<file path="config.mk">
export PLATFORM = sky130hd
export DESIGN_NAME = fifo_rd_fwft_flat
export DESIGN_NICKNAME = d
export VERILOG_FILES = /design/src/rtl/fifo_pkg.sv /design/src/rtl/fifo_rd_fwft_if.sv /design/src/rtl/fwft_buf2.sv /design/src/rtl/fifo_rd_fwft.sv /design/src/flat_wrapper.sv
export SDC_FILE = /design/constraint.sdc
export NUM_CORES = 1
export LEC_CHECK = 0
export BUFFER_PORTS_ARGS = -buffer_cell sky130_fd_sc_hd__buf_2
export CAP_MARGIN = 20
export CELL_PAD_IN_SITES_DETAIL_PLACEMENT = 0
export CELL_PAD_IN_SITES_GLOBAL_PLACEMENT = 2
export CORE_ASPECT_RATIO = 0.75
export CORE_MARGIN = 1
export CORE_UTILIZATION = 41
export CTS_BUF_LIST = sky130_fd_sc_hd__clkbuf_4 sky130_fd_sc_hd__clkbuf_8
export CTS_CLUSTER_SIZE = 12
export DETAILED_ROUTE_END_ITERATION = 10
export PLACE_DENSITY = 0.94
export SETUP_SLACK_MARGIN = 0.1
export SYNTH_ARGS = -nofsm -noshare
export SYNTH_HDL_FRONTEND = slang
export SYNTH_SLANG_ARGS = --single-unit
</file>
<file path="constraint.sdc">
create_clock -name rd_clk -period 4.45 [get_ports rd_clk]
set_clock_uncertainty 0.05 [all_clocks]
set_input_delay 0.6675 -clock rd_clk [delete_from_list [all_inputs] [get_ports rd_clk]]
set_output_delay 0.6675 -clock rd_clk [all_outputs]
set_load 0.1 [all_outputs]
</file>
<file path="src/rtl/fifo_pkg.sv">
// Shared types and constants for the first-word-fall-through read adapter.
package fifo_pkg;

    // Occupancy of the two-entry output buffer; the encoding equals the word count.
    typedef enum logic [1:0] {
        EMPTY = 2'd0,
        ONE   = 2'd1,
        TWO   = 2'd2
    } buf_state_e;

    // The only FIFO memory read latency the credit scheme is built for.
    localparam int RD_LATENCY_SUPPORTED = 1;

endpackage

</file>
<file path="src/rtl/fifo_rd_fwft_if.sv">
// Read-side bundle: FIFO read port toward the memory/controller and the
// valid/ready output stream toward the consumer.
interface fifo_rd_fwft_if #(
    parameter int DWIDTH = 32
);
    logic              fifo_rd_en;
    logic              fifo_empty;
    logic [DWIDTH-1:0] fifo_rd_data;
    logic              m_valid;
    logic              m_ready;
    logic [DWIDTH-1:0] m_data;
    logic [1:0]        m_level;

    // The FWFT adapter side.
    modport master (
        output fifo_rd_en,
        input  fifo_empty,
        input  fifo_rd_data,
        output m_valid,
        input  m_ready,
        output m_data,
        output m_level
    );

    // The FIFO controller plus downstream consumer side.
    modport slave (
        input  fifo_rd_en,
        output fifo_empty,
        output fifo_rd_data,
        input  m_valid,
        output m_ready,
        input  m_data,
        input  m_level
    );
endinterface

</file>
<file path="src/rtl/fwft_buf2.sv">
// Two-entry ordered holding register. slot0 is always the oldest word and
// drives the head output; slot1 only ever holds the word behind it.
module fwft_buf2
    import fifo_pkg::*;
#(
    parameter int DWIDTH = 32
) (
    input  logic              clk,
    input  logic              rst_n,
    input  logic              wr_en,
    input  logic [DWIDTH-1:0] wr_data,
    input  logic              pop,
    output logic              valid,
    output logic [DWIDTH-1:0] head,
    output logic [1:0]        level
);

    buf_state_e        state_q, state_d;
    logic [DWIDTH-1:0] slot0_q, slot0_d;
    logic [DWIDTH-1:0] slot1_q, slot1_d;
    logic              pop_ok;

    // A pop is only meaningful while a word is held.
    assign pop_ok = pop & (state_q != EMPTY);

    // Next-state: apply the pop first, then place an arriving word in the first free slot.
    always_comb begin
        state_d = state_q;
        slot0_d = slot0_q;
        slot1_d = slot1_q;
        case (state_q)
            EMPTY: begin
                if (wr_en) begin
                    slot0_d = wr_data;
                    state_d = ONE;
                end
            end
            ONE: begin
                if (wr_en && !pop_ok) begin
                    slot1_d = wr_data;
                    state_d = TWO;
                end else if (!wr_en && pop_ok) begin
                    slot0_d = '0;
                    state_d = EMPTY;
                end else if (wr_en && pop_ok) begin
                    slot0_d = wr_data;
                end
            end
            TWO: begin
                if (pop_ok) begin
                    slot0_d = slot1_q;
                    slot1_d = wr_en ? wr_data : '0;
                    state_d = wr_en ? TWO : ONE;
                end
            end
            default: begin
                slot0_d = '0;
                slot1_d = '0;
                state_d = EMPTY;
            end
        endcase
    end

    // Buffer registers; reset clears both the occupancy and the held data.
    always_ff @(posedge clk or negedge rst_n) begin
        if (!rst_n) begin
            state_q <= EMPTY;
            slot0_q <= '0;
            slot1_q <= '0;
        end else begin
            state_q <= state_d;
            slot0_q <= slot0_d;
            slot1_q <= slot1_d;
        end
    end

    assign valid = (state_q != EMPTY);
    assign level = state_q;
    assign head  = valid ? slot0_q : '0;

    // A full buffer must never see an arrival without a pop; the credit logic upstream forbids it.
    a_no_overflow: assert property (@(posedge clk) disable iff (!rst_n)
        !(state_q == TWO && wr_en && !pop_ok));

endmodule

</file>
<file path="src/rtl/fifo_rd_fwft.sv">
// First-word-fall-through adapter for a FIFO with one cycle of read latency.
// Reads are issued on credit so that the two-entry buffer can always absorb
// the word that is still in flight from the memory. The FIFO read controller
// must share rst_n so its read pointer and this buffer are cleared together.
module fifo_rd_fwft
    import fifo_pkg::*;
#(
    parameter int DWIDTH     = 32,
    parameter int RD_LATENCY = 1
) (
    input  logic           rd_clk,
    input  logic           rst_n,
    fifo_rd_fwft_if.master bus
);

    if (RD_LATENCY != RD_LATENCY_SUPPORTED) begin : g_bad_rd_latency
        $error("fifo_rd_fwft: RD_LATENCY must be 1");
    end

    logic              inflight;
    logic              rd_accept;
    logic              pop;
    logic              buf_valid;
    logic [DWIDTH-1:0] buf_head;
    logic [1:0]        buf_level;
    logic [2:0]        credit;
    logic [2:0]        credit_net;

    // Words already owned by this block: held in the buffer plus one on its way from memory.
    assign pop        = buf_valid & bus.m_ready;
    assign credit     = {1'b0, buf_level} + {2'b00, inflight};
    assign credit_net = credit - {2'b00, pop};

    // Read while there is room for one more word once this cycle's pop is applied;
    // held off during reset so the controller pointer cannot move.
    assign bus.fifo_rd_en = rst_n & ~bus.fifo_empty & (credit_net < 3'd2);
    assign rd_accept      = bus.fifo_rd_en & ~bus.fifo_empty;

    // Track the accepted read whose data lands on fifo_rd_data next cycle.
    always_ff @(posedge rd_clk or negedge rst_n) begin
        if (!rst_n) begin
            inflight <= 1'b0;
        end else begin
            inflight <= rd_accept;
        end
    end

    fwft_buf2 #(
        .DWIDTH (DWIDTH)
    ) u_buf (
        .clk     (rd_clk),
        .rst_n   (rst_n),
        .wr_en   (inflight),
        .wr_data (bus.fifo_rd_data),
        .pop     (pop),
        .valid   (buf_valid),
        .head    (buf_head),
        .level   (buf_level)
    );

    assign bus.m_valid = buf_valid;
    assign bus.m_data  = buf_head;
    assign bus.m_level = buf_level;

    // The read request is gated by the empty flag, so it can never assert against an empty FIFO.
    a_no_read_when_empty: assert property (@(posedge rd_clk) disable iff (!rst_n)
        !(bus.fifo_rd_en && bus.fifo_empty));

endmodule

</file>
<file path="src/flat_wrapper.sv">
// flat-port wrapper written by rule: the top's interface ports become plain ports
module fifo_rd_fwft_flat import fifo_pkg::*;
#(
    parameter int DWIDTH     = 32,
    parameter int RD_LATENCY = 1
)
  (rd_clk, rst_n, bus_fifo_rd_en, bus_fifo_empty, bus_fifo_rd_data, bus_m_valid, bus_m_ready, bus_m_data, bus_m_level);
  fifo_rd_fwft_if #(.DWIDTH(DWIDTH)) bus_i ();
  input  logic rd_clk;
  input  logic rst_n;
  output wire logic [$bits(bus_i.fifo_rd_en)-1:0] bus_fifo_rd_en;
  input wire logic [$bits(bus_i.fifo_empty)-1:0] bus_fifo_empty;
  input wire logic [$bits(bus_i.fifo_rd_data)-1:0] bus_fifo_rd_data;
  output wire logic [$bits(bus_i.m_valid)-1:0] bus_m_valid;
  input wire logic [$bits(bus_i.m_ready)-1:0] bus_m_ready;
  output wire logic [$bits(bus_i.m_data)-1:0] bus_m_data;
  output wire logic [$bits(bus_i.m_level)-1:0] bus_m_level;
  assign bus_fifo_rd_en = bus_i.fifo_rd_en;
  assign bus_i.fifo_empty = bus_fifo_empty;
  assign bus_i.fifo_rd_data = bus_fifo_rd_data;
  assign bus_m_valid = bus_i.m_valid;
  assign bus_i.m_ready = bus_m_ready;
  assign bus_m_data = bus_i.m_data;
  assign bus_m_level = bus_i.m_level;
  fifo_rd_fwft #(.DWIDTH(DWIDTH), .RD_LATENCY(RD_LATENCY)) u_core (.rd_clk(rd_clk), .rst_n(rst_n), .bus(bus_i));
endmodule
</file>
==> reports/qor.yml, run 1 <==
worst_setup_path:
  rr_worst_depth: 10
  cpLargestDelayFamily: "adder cells"
  worst_setup_path_start_kind: "flip-flop"
  path_buf_inv: 3
  r2r_setup_slack_ns: 1.40
  end_kind: "output pin"
  cp_cell_sequence: "inv_1 > ha_1 > inv_2 > nand2_1 > ha_1 > nand2b_1 > fa_1 > xor2_1 > nor3_4 > buf_12"
  crit_slowest_cell: "dfrtp_2"
  crit_fanout: 7
  criticalPathCategory: "flip-flop to output pin"
  cp_data_arrival_time_ns: 2.77
  crit_top_cell: "ha_1"
  max_stage_delay_ns: 0.44
  cp_num_cells: 10
  required_ns: 3.73
detailed_routing:
  wirelength_mm: 6.98
  route.met2.wl_mm: 3.03
  drt_first_pass_iters: 4
  drcViolationCount: 0
  wl_met3_um: 485
  met1_length_mm: 3.42
  antenna_left: 0
  drtIter0Drc: 75
  vias_per_cell: 5.22
  route.vias.total: 2253
  wire_per_inst_um: 16.2
  top_layer: "met4"
finish:
  final_common_cell: "buf_2"
  fin_area_um2: 3990
  final_cell_mix: "buf_2 (69), dfrtp_1 (65), a22o_1 (64)"
  final_core_util_pct: 50.6
  drive_above_1_share_pct: 41.9
  insertedDiodeCount: 0
  fin_nets: 366
  syn2layout_area_growth_pct: 19.5
sta:
  finalHoldViolations: 0
  period_needed_ns: 3.49
  worstMarginPinSlew_ns: 0.926
  min_period_over_period_pct: 78.4
  slew_viol_final: 0
  fmax_ghz: 0.287
  hold_ws_ns: 0.208
  slew_headroom_pct: 38.1
  final.setup.tns_ns: 0
  setup_viol_count_final: 0
  rsz0062_at_grt: "false"
cts:
  cts_made_buffers: 9
  clkTransAtPathRegs_ns: 0.07
  ctsResizeCount: 0
  cts_tree: "yes"
  clkSinkCount: 67
  clock_latency_ns: 0.34
  root_buffer: "clkbuf_8"
  postCtsHoldBufs: 0
  cts-htree-levels: 3
  clk_path_buf_depth: 2
  cts_setup_buffers: 0
worst_hold_path:
  hold_class: "input pin to asynchronous set/reset pin"
place:
  routabilityCongestion: 0.727
  place_area_um2: 3790
  io_buffers: 71
  dp_hpwl_mm: 4.53
grt:
  antenna_found_initial: 0
  grt_overflow_total: 0
  grt_pass1_wl_mm: 11.3
  globalRouteTotalUtil_pct: 17.6
  grt_pass1_vias: 2171
  grt_max_degree: 37
logic_synthesis:
  synth_warnings: 0
  synth_top_area_share_pct: 50.2
  seq_area_frac_synth_pct: 50.2
  netlist_instances: 253
  synth.net_count: 297
  synth_area_leaders: "dfrtp_1 (50%), a22o_1 (17%), mux2_4 (13%), nor2b_1 (6.4%), ha_1 (2.6%)"
  ys_seq_elements: 67
  synth.distinct_cells: 26
  syn_area_um2: 3340
  syn_area_per_cell_um2: 13.2
  synth.largest_area_cell: "dfrtp_1"
floorplanning:
  coreArea_um2: 7880
  die_area_um2: 8510
  top_level_ports: 72
  num_rows: 28
  die_w_um: 106
  die_y_um: 80.2
  start_util_pct: 42.4
flow_run:
  maxCapViolCount: 0
status:
  status: "complete, no violations"
==> sequential cells by signal, summed over array words and instances, names as in the netlist <==
register,flops
u_core.u_buf.slot0_q,32
u_core.u_buf.slot1_q,32
u_core.u_buf.level,2
u_core.inflight,1
==> logic make-up (layout without fill, tap and decap cells) <==
family	count (synthesis)	count (layout)	synth area share [%]
and+or+nand+nor	47	47	8.47
DFF	67	67	50.2
muxes	34	34	14.8
adders and majority gates	8	8	3.22
buffers and inverters	24	98	4.16
xor gates and xnor gates	1	1	0.262
AOI/OAI and AO/OA	72	72	18.8
==> synthesized netlist by cell type <==
library cell	count
dfrtp_1	67
a22o_1	64
nor2b_1	34
mux2_4	30
clkbuf_1	7
ha_1	7
buf_4	6
inv_1	4
mux2_2	4
nand2b_1	4
a21oi_1	3
buf_2	3
buf_6	3
nor2_1	3
nand2_1	2
nor3_1	2
a21oi_2	1
a21oi_4	1
and2_1	1
fa_1	1
inv_2	1
nand3_2	1
o21ai_0	1
o21ai_4	1
o21bai_1	1
xor2_1	1
==> per-stage QoR <==
| step | instances | setup slack [ns] |
|---|---|---|
| 2_1_floorplan | 253 | 0.166 |
| 3_3_place_gp | 416 | 1.37 |
| 3_5_place_dp | 416 | 1.32 |
| 4_1_cts | 432 | 0.924 |
| 5_1_grt | 432 | 0.803 |
| 6_report | 432 | 0.960 |
==> cell type report <==
| cell class | count | area, um2 |
|---|---|---|
| Clock buffer | 10 | 131 |
| Clock inverter | 6 | 65.1 |
| Fill cell | 729 | 3890 |
| Inverter | 5 | 18.8 |
| Multi-Input combinational cell | 162 | 1550 |
| Sequential cell | 67 | 1680 |
| Tap cell | 105 | 131 |
| Timing Repair Buffer | 77 | 418 |
==> routing by layer <==
layer,vias up,global-route usage [%]
met5,-,0
met1,1121,24.6
met4,0,4.31
met2,67,26.0
met3,6,6.01
li1,1059,-
==> path summary, 6_finish.rpt <==
check / start / endpoint
setup / recovery: u_core.u_buf.level[1] / bus_fifo_rd_en
hold / removal: rst_n / u_core.u_buf.slot0_q[14]
setup reg to reg: u_core.u_buf.level[1] / u_core.u_buf.slot0_q[11]
hold reg to reg: u_core.u_buf.slot0_q[9] / u_core.u_buf.slot0_q[9]
max in group asynchronous: rst_n / u_core.u_buf.level[0]
min in group rd_clk: u_core.u_buf.slot0_q[9] / u_core.u_buf.slot0_q[9]
Power of run 1 is left out: the tool's default activity adds up to more than one toggle a clock period on the data nets, which glitch-free logic cannot reach.
==> run 2: changes to the inputs <==
Settings changed: CORE_UTILIZATION 41 to 34, PLACE_DENSITY 0.94 to 0.84.
Clock period 4.45 ns to 2.9 ns, I/O delays scaled along.
==> reports/qor.yml, run 2 (synthesis gave the netlist of run 1 again) <==
worst_setup_path:
  criticalPathCategory: "flip-flop to output pin"
  regToRegStartpoint: "u_core.u_buf.level[0]"
  cp_cell_sequence: "inv_4 > ha_4 > inv_12 > nand2_4 > ha_4 > nand2b_4 > fa_2 > nand2_2 > nor3_4 > buf_12"
  crit_slowest_cell: "dfrtp_4"
  crit_top_cell: "ha_4"
  worst_setup_path_start_kind: "flip-flop"
  r2r_setup_slack_ns: 0.62
  cp-startpoint: "u_core.u_buf.level[0]"
  cp_data_arrival_time_ns: 2.54
  crit_fanout: 6
  endpoint: "bus_fifo_rd_en"
  reg2reg_to: "u_core.u_buf.slot0_q[8]"
  max_stage_delay_ns: 0.53
  required_ns: 2.41
  rr_worst_depth: 11
  end_kind: "output pin"
grt:
  top_usage_layer: "met1"
  grt_pass1_wl_mm: 12.1
  grt_max_degree: 43
  use_met2_pct: 23.0
  grtUsageMet1_pct: 23.2
  globalRouteTotalUtil_pct: 15.8
  grt_pass1_vias: 2258
  gr-usage-met3_pct: 4.57
  grt_overflow_total: 0
  antenna_found_initial: 1
sta:
  period_needed_ns: 3.03
  worstMarginPinSlew_ns: 0.547
  finalHoldViolations: 0
  slew_headroom_pct: 63.5
  slew_viol_final: 0
  hold_ws_ns: 0.257
  min_period_over_period_pct: 104
  rsz0062_at_grt: "true"
  setup_viol_count_final: 1
  fin_ws_ns: -0.129
  fmax_ghz: 0.330
cts:
  root_buffer: "clkbuf_8"
  cts-htree-levels: 3
  clkTransAtPathRegs_ns: 0.07
  ctsResizeCount: 0
  cts_tree: "yes"
  clkSinkCount: 67
  clock_latency_ns: 0.33
  clk_path_buf_depth: 2
  cts_made_buffers: 9
detailed_routing:
  wirelength_mm: 7.51
  drtIter0Drc: 93
  drt_first_pass_iters: 4
  antenna_left: 0
  drcViolationCount: 0
  vias_per_cell: 4.90
  route.vias.total: 2262
  wire_per_inst_um: 16.2
finish:
  final_cell_mix: "buf_2 (69), dfrtp_1 (65), a22o_1 (64)"
  final_common_cell: "buf_2"
  fin_nets: 373
  drive_above_1_share_pct: 54.5
  finalNonFillerCells: 462
  insertedDiodeCount: 0
  syn2layout_area_growth_pct: 28.6
floorplanning:
  start_util_pct: 36.0
  die_area_um2: 10200
  die_y_um: 87.8
  coreArea_um2: 9270
  top_level_ports: 72
  die_w_um: 116
  num_rows: 30
status:
  violations: "setup timing"
  status: "finished, violations left"
flow_run:
  maxCapViolCount: 0
place:
  io_buffers: 71
  routabilityCongestion: 0.737
  dp_hpwl_mm: 4.83
  dp_cells: 442
worst_hold_path:
  hold_class: "input pin to flip-flop"
[run 2: what timing repair did]
item | 4_1_cts | 5_1_grt
pin swaps | 0 | 1
setup endpoints to repair | 1 | 17
hold endpoints to repair | 25 | 0
setup buffers | 1 | 2
hold buffers | 1 | 0
[run 2: layer usage]
metal	share of wire [%]	up-vias
met1	53	1116
met3	5.1	7
met2	41	67
li1	-	1070
met5	0.17	-
met4	0.45	2
[run 2: worst min-delay path by stage]
stage | from | to | slack, ns | cells after the start
2_1_floorplan | rst_n | u_core.inflight | 0.09 | 0
3_3_place_gp | rst_n | u_core.u_buf.slot0_q[17] | 0.33 | 1
3_5_place_dp | rst_n | u_core.u_buf.slot0_q[17] | 0.33 | 1
4_1_cts | bus_fifo_empty | u_core.inflight | 0.24 | 2
5_1_grt | bus_fifo_empty | u_core.inflight | 0.25 | 2
6_report | bus_fifo_empty | u_core.inflight | 0.26 | 2
[run 2: area by class of cell]
cell class | instances | area, um2
Inverter | 5 | 36.3
Fill cell | 843 | 4980
Clock inverter | 6 | 111
Clock buffer | 10 | 138
Timing Repair Buffer | 84 | 485
Sequential cell | 67 | 1680
Multi-Input combinational cell | 162 | 1680
Tap cell | 128 | 160
[run 2: worst max-delay path: cells and delay by family, from the launching register on]
family / cells / cell delay, ns
flip-flops: 1 / 0.53
AND/OR/NAND/NOR: 4 / 0.44
adder cells (fa/ha/maj): 3 / 0.89
buffers and inverters: 3 / 0.33
[run 2: per-stage QoR]
step	utilization, %	area [um2]	setup slack, ns	setup TNS [ns]
after CTS	46.2	4280	-0.157	-0.157
after global placement	43.3	4010	0.213	0
after detailed placement	43.3	4010	0.150	0
after floorplan	-	3500	-0.431	-0.431
after global routing	46.3	4300	-0.229	-0.229
final	46.3	4300	-0.129	-0.129
Power of run 2 is left out for the same reason.
